**config.mk**
```make
export PLATFORM = sky130hd
export DESIGN_NAME = call_request_panel_flat
export DESIGN_NICKNAME = d
export VERILOG_FILES = /design/src/rtl/elevator_pkg.sv /design/src/rtl/call_request_panel_if.sv /design/src/rtl/call_request_panel_btn_sync.sv /design/src/rtl/call_request_panel.sv /design/src/flat_wrapper.sv
export SDC_FILE = /design/constraint.sdc
export NUM_CORES = 1
export LEC_CHECK = 0
export CAP_MARGIN = 0
export CORE_MARGIN = 1
export CORE_UTILIZATION = 25
export DETAILED_ROUTE_END_ITERATION = 8
export MAX_ROUTING_LAYER = met4
export PLACE_DENSITY = 0.45
export RECOVER_POWER = 50
export SLEW_MARGIN = 0
export SYNTH_ARGS = -nofsm -noshare
export SYNTH_HDL_FRONTEND = slang
export SYNTH_SLANG_ARGS = --single-unit
```
**constraint.sdc**
```tcl
create_clock -name clk -period 5.4 [get_ports clk]
set_input_delay 1.35 -clock clk [delete_from_list [all_inputs] [get_ports clk]]
set_output_delay 1.35 -clock clk [all_outputs]
set_load 0.05 [all_outputs]
```
**src/rtl/elevator_pkg.sv**
```systemverilog
// Shared elevator definitions: floor count, direction codes, position decode and a
// popcount helper for the pending-request vector.
package elevator_pkg;

    localparam int unsigned NUM_FLOORS = 4;
    localparam int unsigned POS_W      = 3;
    localparam int unsigned NUM_REQ    = 10;

    localparam logic [1:0] DIR_STOP = 2'b00;
    localparam logic [1:0] DIR_UP   = 2'b01;
    localparam logic [1:0] DIR_DOWN = 2'b10;

    // Floor index (0-based) encoded in a controller position; only meaningful when even.
    function automatic logic [1:0] floor_of(input logic [POS_W-1:0] position);
        return position[2:1];
    endfunction

    function automatic logic [3:0] count_ones(input logic [NUM_REQ-1:0] vec);
        logic [3:0] n;
        n = '0;
        for (int i = 0; i < NUM_REQ; i++) begin
            n = n + {3'b000, vec[i]};
        end
        return n;
    endfunction

endpackage

```
**src/rtl/call_request_panel_if.sv**
```systemverilog
// Button interface between the request panel and the elevator controller.
// master: the panel (consumes presses/car state, drives pending requests).
// slave:  the controller/button side.
interface call_request_panel_if;
    import elevator_pkg::*;

    logic [2:0]       press_up;
    logic [2:0]       press_down;
    logic [3:0]       press_in;
    logic [POS_W-1:0] position;
    logic             open;
    logic [1:0]       direction;
    logic [2:0]       button_up;
    logic [2:0]       button_down;
    logic [3:0]       button_in;
    logic [3:0]       req_count;
    logic             stall;

    modport master (
        input  press_up, press_down, press_in, position, open, direction,
        output button_up, button_down, button_in, req_count, stall
    );

    modport slave (
        output press_up, press_down, press_in, position, open, direction,
        input  button_up, button_down, button_in, req_count, stall
    );

endinterface

```
**src/rtl/call_request_panel_btn_sync.sv**
```systemverilog
// btn_sync: parameterised-width two-flop synchronizer with synchronous active-low reset.
// Only present when BTN_SYNC_EN is defined, since that is the only build that uses it.
`ifdef BTN_SYNC_EN
module btn_sync #(
    parameter int unsigned Width = 1
) (
    input  logic             clk,
    input  logic             reset_n,
    input  logic [Width-1:0] din,
    output logic [Width-1:0] dout
);

    logic [Width-1:0] meta_q;
    logic [Width-1:0] sync_q;

    // Two-stage shift; both stages cleared by reset.
    always_ff @(posedge clk) begin
        if (!reset_n) begin
            meta_q <= '0;
            sync_q <= '0;
        end else begin
            meta_q <= din;
            sync_q <= meta_q;
        end
    end

    assign dout = sync_q;

endmodule
`endif

```
**src/rtl/call_request_panel.sv**
```systemverilog
// call_request_panel: latches hall/car presses into pending requests, clears them when the
// car opens its door at the floor in a serving direction, and flags starvation.
// Optional feature macro BTN_SYNC_EN: presses pass through 2-flop synchronizers first.
module call_request_panel
    import elevator_pkg::*;
#(
    parameter int unsigned STALL_CYCLES = 64
) (
    input logic                  clk,
    input logic                  reset_n,
    call_request_panel_if.master bus
);

    localparam int unsigned     CntW     = $clog2(STALL_CYCLES + 1);
    localparam logic [CntW-1:0] StallMax = CntW'(STALL_CYCLES);

    logic [2:0] up_s;
    logic [2:0] down_s;
    logic [3:0] in_s;

`ifdef BTN_SYNC_EN
    btn_sync #(.Width(3)) u_sync_up (
        .clk     (clk),
        .reset_n (reset_n),
        .din     (bus.press_up),
        .dout    (up_s)
    );
    btn_sync #(.Width(3)) u_sync_down (
        .clk     (clk),
        .reset_n (reset_n),
        .din     (bus.press_down),
        .dout    (down_s)
    );
    btn_sync #(.Width(4)) u_sync_in (
        .clk     (clk),
        .reset_n (reset_n),
        .din     (bus.press_in),
        .dout    (in_s)
    );
`else
    assign up_s   = bus.press_up;
    assign down_s = bus.press_down;
    assign in_s   = bus.press_in;
`endif

    logic [1:0]            cur_floor;
    logic [NUM_FLOORS-1:0] serve;
    logic [2:0]            clr_up;
    logic [2:0]            clr_down;
    logic [3:0]            clr_in;
    logic [2:0]            up_q, up_d;
    logic [2:0]            down_q, down_d;
    logic [3:0]            in_q, in_d;
    logic [3:0]            count_q;
    logic                  open_q;
    logic                  open_rise;
    logic [CntW-1:0]       cnt_q, cnt_d;
    logic                  cnt_clr;
    logic                  stall_q, stall_d;

    // Decode the served floor and compute next pending state; clear beats a same-cycle set.
    always_comb begin
        cur_floor = floor_of(bus.position);
        serve     = '0;
        if (!bus.position[0] && bus.open) begin
            serve[cur_floor] = 1'b1;
        end
        clr_in   = serve;
        clr_up   = (bus.direction != DIR_DOWN) ? serve[2:0] : 3'b000;  // hall-up F1..F3
        clr_down = (bus.direction != DIR_UP)   ? serve[3:1] : 3'b000;  // hall-down F2..F4
        up_d     = (up_q | up_s) & ~clr_up;
        down_d   = (down_q | down_s) & ~clr_down;
        in_d     = (in_q | in_s) & ~clr_in;
    end

    // Starvation counter: restarts on an empty queue or a new door opening, else saturates.
    always_comb begin
        open_rise = bus.open & ~open_q;
        cnt_clr   = ({up_d, down_d, in_d} == '0) || open_rise;
        if (cnt_clr) begin
            cnt_d = '0;
        end else if (cnt_q == StallMax) begin
            cnt_d = cnt_q;
        end else begin
            cnt_d = cnt_q + CntW'(1);
        end
        // Raised once the counter has sat at the limit; dropped as soon as it restarts.
        stall_d = !cnt_clr && (cnt_q == StallMax);
    end

    // All panel state, with synchronous reset.
    always_ff @(posedge clk) begin
        if (!reset_n) begin
            up_q    <= '0;
            down_q  <= '0;
            in_q    <= '0;
            count_q <= '0;
            open_q  <= 1'b0;
            cnt_q   <= '0;
            stall_q <= 1'b0;
        end else begin
            up_q    <= up_d;
            down_q  <= down_d;
            in_q    <= in_d;
            count_q <= count_ones({up_d, down_d, in_d});
            open_q  <= bus.open;
            cnt_q   <= cnt_d;
            stall_q <= stall_d;
        end
    end

    assign bus.button_up   = up_q;
    assign bus.button_down = down_q;
    assign bus.button_in   = in_q;
    assign bus.req_count   = count_q;
    assign bus.stall       = stall_q;

endmodule
```
**src/flat_wrapper.sv**
```systemverilog
// flat-port wrapper written by rule: the top's interface ports become plain ports
module call_request_panel_flat import elevator_pkg::*;
#(
    parameter int unsigned STALL_CYCLES = 64
)
  (clk, reset_n, bus_press_up, bus_press_down, bus_press_in, bus_position, bus_open, bus_direction, bus_button_up, bus_button_down, bus_button_in, bus_req_count, bus_stall);
  call_request_panel_if bus_i ();
  input logic clk;
  input logic reset_n;
  input wire logic [$bits(bus_i.press_up)-1:0] bus_press_up;
  input wire logic [$bits(bus_i.press_down)-1:0] bus_press_down;
  input wire logic [$bits(bus_i.press_in)-1:0] bus_press_in;
  input wire logic [$bits(bus_i.position)-1:0] bus_position;
  input wire logic [$bits(bus_i.open)-1:0] bus_open;
  input wire logic [$bits(bus_i.direction)-1:0] bus_direction;
  output wire logic [$bits(bus_i.button_up)-1:0] bus_button_up;
  output wire logic [$bits(bus_i.button_down)-1:0] bus_button_down;
  output wire logic [$bits(bus_i.button_in)-1:0] bus_button_in;
  output wire logic [$bits(bus_i.req_count)-1:0] bus_req_count;
  output wire logic [$bits(bus_i.stall)-1:0] bus_stall;
  assign bus_i.press_up = bus_press_up;
  assign bus_i.press_down = bus_press_down;
  assign bus_i.press_in = bus_press_in;
  assign bus_i.position = bus_position;
  assign bus_i.open = bus_open;
  assign bus_i.direction = bus_direction;
  assign bus_button_up = bus_i.button_up;
  assign bus_button_down = bus_i.button_down;
  assign bus_button_in = bus_i.button_in;
  assign bus_req_count = bus_i.req_count;
  assign bus_stall = bus_i.stall;
  call_request_panel #(.STALL_CYCLES(STALL_CYCLES)) u_core (.clk(clk), .reset_n(reset_n), .bus(bus_i));
endmodule
```
* Word-level counts from Yosys, hierarchy flattened
Cells that the tools add are included.
Storage, ports and cells: bits in registers 23, output and inout port bits 15, word-level logic and storage cells 47
Cells by class: equal/unequal tests 3, order comparisons 2, mux-type cells 5, bitwise operators 12, $add $sub $neg 10, reductions and logical operators 8
Operator list (number):
- $add A4 B1 Y4 | 8
- $logic_not A10 Y1 | 1
- $add A7 B1 Y7 const B | 1
- $eq A7 B7 Y1 const B | 1
- $and A3 B3 Y3 | 2
- $mux W3 | 2
- $not A3 Y3 | 2
- $or A3 B3 Y3 | 2
- $and A4 B4 Y4 | 1
- $mux W4 | 1
- $not A4 Y4 | 1
- $or A4 B4 Y4 | 1
- $logic_and A1 B1 Y1 | 3
- $lt A2 B3 Y1 const B | 1
- $add A1 B1 Y2 | 1
- $demux W1 S2 | 1
- $ge A2 B1 Y1 const B | 1
- $logic_not A1 Y1 | 2
- $ne A2 B1 Y1 const B | 1
- $ne A2 B2 Y1 const B | 1
- $not A1 Y1 | 2
- $reduce_or A2 Y1 | 1
- $and A1 B1 Y1 | 1
- $logic_or A1 B1 Y1 | 1
- $mux W1 | 1

* Logic depth before layout (Yosys ltp)
depth in word-level cells 16, mapped depth 16, depth with buffers taken out 16

* Worst setup path after synthesis
Ideal clock, no wire load.
path kind input -> register, from input port bus_position[0], to register u_core.count_q[2] (netlist: u_core.bus.req_count[2]), arrival time 4.551 ns, stages 14, setup time 0.128 ns, setup slack 0.721 ns, required time 5.272 ns, path through and4bb_4 > nor2_1 > inv_2 > ha_1 > inv_1 > fa_1 > fa_1 > inv_1 > fa_1 > inv_1 > fa_1 > fa_1 > xnor2_1 > nor2_1
Between the ends: cells in the longest elaborated chain, start to end 14, elaborated cells on any way between the ends 20, classes of those cells 9 x add/sub; 3 x mux; 6 x bitwise; 2 x reduce/logical
RTL lines:
- start: declaration | RTL line flat_wrapper.sv:13 | input wire logic [$bits(bus_i.position)-1:0] bus_position;
- $logic_not A1 Y1 | RTL line call_request_panel.sv:65 | if (!bus.position[0] && bus.open) begin
- $logic_and A1 B1 Y1 | RTL line call_request_panel.sv:65
- $mux W4 | RTL line call_request_panel.sv:65
- $not A4 Y4 | RTL line call_request_panel.sv:73 | in_d = (in_q | in_s) & ~clr_in;
- $and A4 B4 Y4 | RTL line call_request_panel.sv:73
- named net u_core.in_d[1] | RTL line call_request_panel.sv:53 | logic [3:0] in_q, in_d;
- $add A1 B1 Y2 | RTL line elevator_pkg.sv:22 | n = n + {3'b000, vec[i]};
- $add A4 B1 Y4 (8 in series) | RTL line elevator_pkg.sv:22
- end signal: assignment | RTL line call_request_panel.sv:105 | count_q <= count_ones({up_d, down_d, in_d});
- end: declaration | RTL line call_request_panel.sv:54 | logic [3:0] count_q;
The timed path passes the listed nets, and every way through them passes these cells. A chain may end at the register's enable or synchronous reset.

* Worst setup path in the final report
from input port bus_open, to register u_core.count_q[2] (netlist: u_core.bus.req_count[2])
Between the ends: cells in the longest elaborated chain, start to end 13, elaborated cells on any way between the ends 19, classes of those cells 9 x add/sub; 3 x mux; 6 x bitwise; 1 x reduce/logical
RTL lines:
- start: declaration | RTL line flat_wrapper.sv:14 | input wire logic [$bits(bus_i.open)-1:0] bus_open;
- $logic_and A1 B1 Y1 | RTL line call_request_panel.sv:65
- $mux W4 | RTL line call_request_panel.sv:65
- $not A4 Y4 | RTL line call_request_panel.sv:73
- $and A4 B4 Y4 | RTL line call_request_panel.sv:73
- named net u_core.in_d[0] | RTL line call_request_panel.sv:53
- $add A1 B1 Y2 | RTL line elevator_pkg.sv:22
- $add A4 B1 Y4 (8 in series) | RTL line elevator_pkg.sv:22
The timed path passes the listed nets, and every way through them passes these cells.

==> metrics.yaml <==
layout:
  syn2layout_area_growth_pct: 33.7
  fillers: 518
  drive_gt1_share_pct: 12.1
  layout_common_cells: "nor2_1, clkdlybuf4s50_1, dfxtp_1"
  nets: 207
  n_antenna_cell: 0
  fin_cells: 241
  layout_commonest_cell: "nor2_1"
power:
  powerDensity_nw_per_um2: 308
  p_clk_share_pct: 20.6
  power_frac_seq_pct: 37.6
  p_int_uw: 324
  power.leakage_uw: 0.000729
  ir_drop_mv: 0.135
  swShare_pct: 37.8
  p_switching_uw: 197
  combPwrFrac_pct: 41.8
yosys:
  ys_seq_area_share_pct: 36.4
  synth_cells: 139
  yosysWarnings: 0
  synth_nets: 171
  ys_ff_latch: 23
  syn_area_um2: 1260
  synth.avg_cell_area_um2: 9.10
  ys_types: 31
placed_design:
  gp_congestion: 0.775
  dp_slack_ps: 53.8
  port_buffers: 32
  dp_cells: 237
  dp_hpwl_um: 2200
global_route:
  grt_busiest_layer: "met2"
  grt_pass1_wl_um: 4800
  track_usage_pct: 12.3
  first_global_vias: 1076
  antenna_found_initial: 0
  grtUsageMet1_pct: 14.9
  grtUsageMet3_pct: 2.62
  overflow: 0
  grt_max_degree: 14
  grtUsageMet2_pct: 20.4
detailed_routing:
  drc: 0
  viasPerCell: 3.94
  ant_nets: 0
  avgRoutedWirePerCell_um: 11.3
  vias: 949
  drtIter0Drc: 19
  wl_um: 2730
  first_pass_iters: 4
floorplanning:
  die_y_um: 73.1
  die-area_um2: 5350
  start_util_pct: 26.4
  num_rows: 25
  chipWidth_um: 73.1
  core_um2: 4790
  ios: 33
clock_tree:
  clk_pin_slew_ps: 80
  cts_buffers: 3
  htreeDepth: 1
  tritoncts: "done"
  insertion_delay_ps: 260
  cts.sinks: 23
  cts-root-buf: "clkbuf_8"
  cts-resized-gates: 0
  cts_max_path_buffers: 2
  postCtsSetupRepairBufs: 0
  holdBufCountCts: 0
sta:
  hold_violations: 0
  rsz0062_at_grt: "false"
  fin_crit_sh_pct: 94.0
  fin_skew_ps: 4.26
  final.setup.worst_slack_ps: 325
  tightest_slew_ps: 565
  whs_ps: 567
  max_freq_mhz: 197
  fin_crit_ps: 5070
  finalMaxSlewViolations: 0
  relSlewSlack_pct: 62.3
  finalSetupViolCount: 0
  setup_tns_ps: 0
setup_path:
  r2r_end: "u_core.bus.req_count[2]"
  crit_start: "bus_open"
  cp_max_fo: 4
  r2r_cells: 14
  regToRegStartpoint: "u_core.bus.button_in[0]"
  crit_arrival_ps: 5230
  end_kind: "flip-flop"
  critPathRequiredTime_ps: 5560
  critPathKind: "input port to flip-flop"
  r2r_slack_ps: 1820
  startpoint_type: "input port"
  worstSetupEndpoint: "u_core.bus.req_count[2]"
hold_path:
  whs_path_depth: 3
  min_path_type: "flip-flop to flip-flop"
run:
  max-cap-violations: 0
run_status:
  status: "completed"
-- Yosys cell counts, drive strengths merged --
| cell type | count | share of area [%] |
|---|---|---|
| nor2 | 33 | 11 |
| dfxtp | 23 | 36 |
| inv | 19 | 5.6 |
| ha | 8 | 7.9 |
| a21oi | 6 | 2.7 |
| fa | 6 | 9.5 |
| nand2 | 6 | 1.8 |
| nand3 | 6 | 2.4 |
| xnor2 | 6 | 4.2 |
| a31oi | 3 | 2.0 |
| and2 | 3 | 1.5 |
| and3 | 2 | 0.99 |
| and4bb | 2 | 2.6 |
| nand2b | 2 | 0.99 |
| nor3b | 2 | 2.0 |
| nor4b | 2 | 1.9 |
| a21o | 1 | 0.59 |
| a41oi | 1 | 0.69 |
| and2b | 1 | 0.79 |
| buf | 1 | 0.89 |
| clkbuf | 1 | 0.30 |
| nand3b | 1 | 0.59 |
| nor3 | 1 | 0.40 |
| o21ai | 1 | 0.40 |
| o31ai | 1 | 0.99 |
| xor2 | 1 | 0.69 |
-- cells by family after synthesis --
group,Yosys count,share of synthesized area (%)
adder cells (fa/ha/maj),14,17.4
XOR/XNOR,7,4.85
AND/OR/NAND/NOR,61,27.2
flip-flops,23,36.4
buffers and inverters,21,6.82
AO/OA/AOI/OAI,13,7.32
-- through the flow --
stage / util, % / power, µW / area (µm²)
final: 35.3 / 521 / 1690
after CTS: 35.7 / 543 / 1710
after detailed placement: 34.7 / 429 / 1660
after floorplan: - / 358 / 1260
after global placement: 34.7 / 428 / 1660
after global routing: 35.3 / 571 / 1690
-- routing by layer --
metal,share of wire [%],up-vias
met5,0,-
met4,0.29,0
met3,3.4,2
met2,48,15
met1,48,421
li1,-,511
-- worst min path at each step --
stage                      endpoint            start
finish              u_core.cnt_q[6]  u_core.cnt_q[6]
global placement    u_core.cnt_q[6]  u_core.cnt_q[6]
detailed placement  u_core.cnt_q[6]  u_core.cnt_q[6]
CTS                 u_core.cnt_q[6]  u_core.cnt_q[6]
floorplan           u_core.cnt_q[6]  u_core.cnt_q[6]
global route        u_core.cnt_q[6]  u_core.cnt_q[6]
-- final cells by class --
class	instances	area, µm²	share of cell area (%)
clock buffer	3	41.3	2.44
clock inverter	1	5.00	0.296
inverter	19	71.3	4.22
multi-input combinational	95	706	41.7
sequential	23	460	27.2
tap	67	83.8	4.96
timing repair buffer	33	324	19.2
-- worst max-delay path, stage by stage --
cell and delay (ps):
dlygate4sd3_1 570, and2b_4 190, a21oi_1 210, inv_2 60, ha_1 270, inv_1 50
fa_1 490, fa_1 490, inv_1 50, fa_1 470, inv_1 50, fa_1 390
fa_1 390, xnor2_1 160, nor2_1 50
-- state kept, by name, summed over array words and instances, names as in the netlist --
signal and cells:
u_core.bus.stall 1, u_core.bus.button_up 3, u_core.open_q 1, u_core.bus.button_down 3
u_core.bus.req_count 4, u_core.cnt_q 7, u_core.bus.button_in 4
-- power groups by stage --
stage / clock network (µW) / registers (µW) / logic [µW]
after CTS: 116 / 198 / 229
after floorplan: 0 / 265 / 93.2
after global routing: 123 / 199 / 249
after global placement: 0 / 201 / 227
final: 107 / 196 / 218
after detailed placement: 0 / 202 / 228
(Power assumes the default switching activity.)
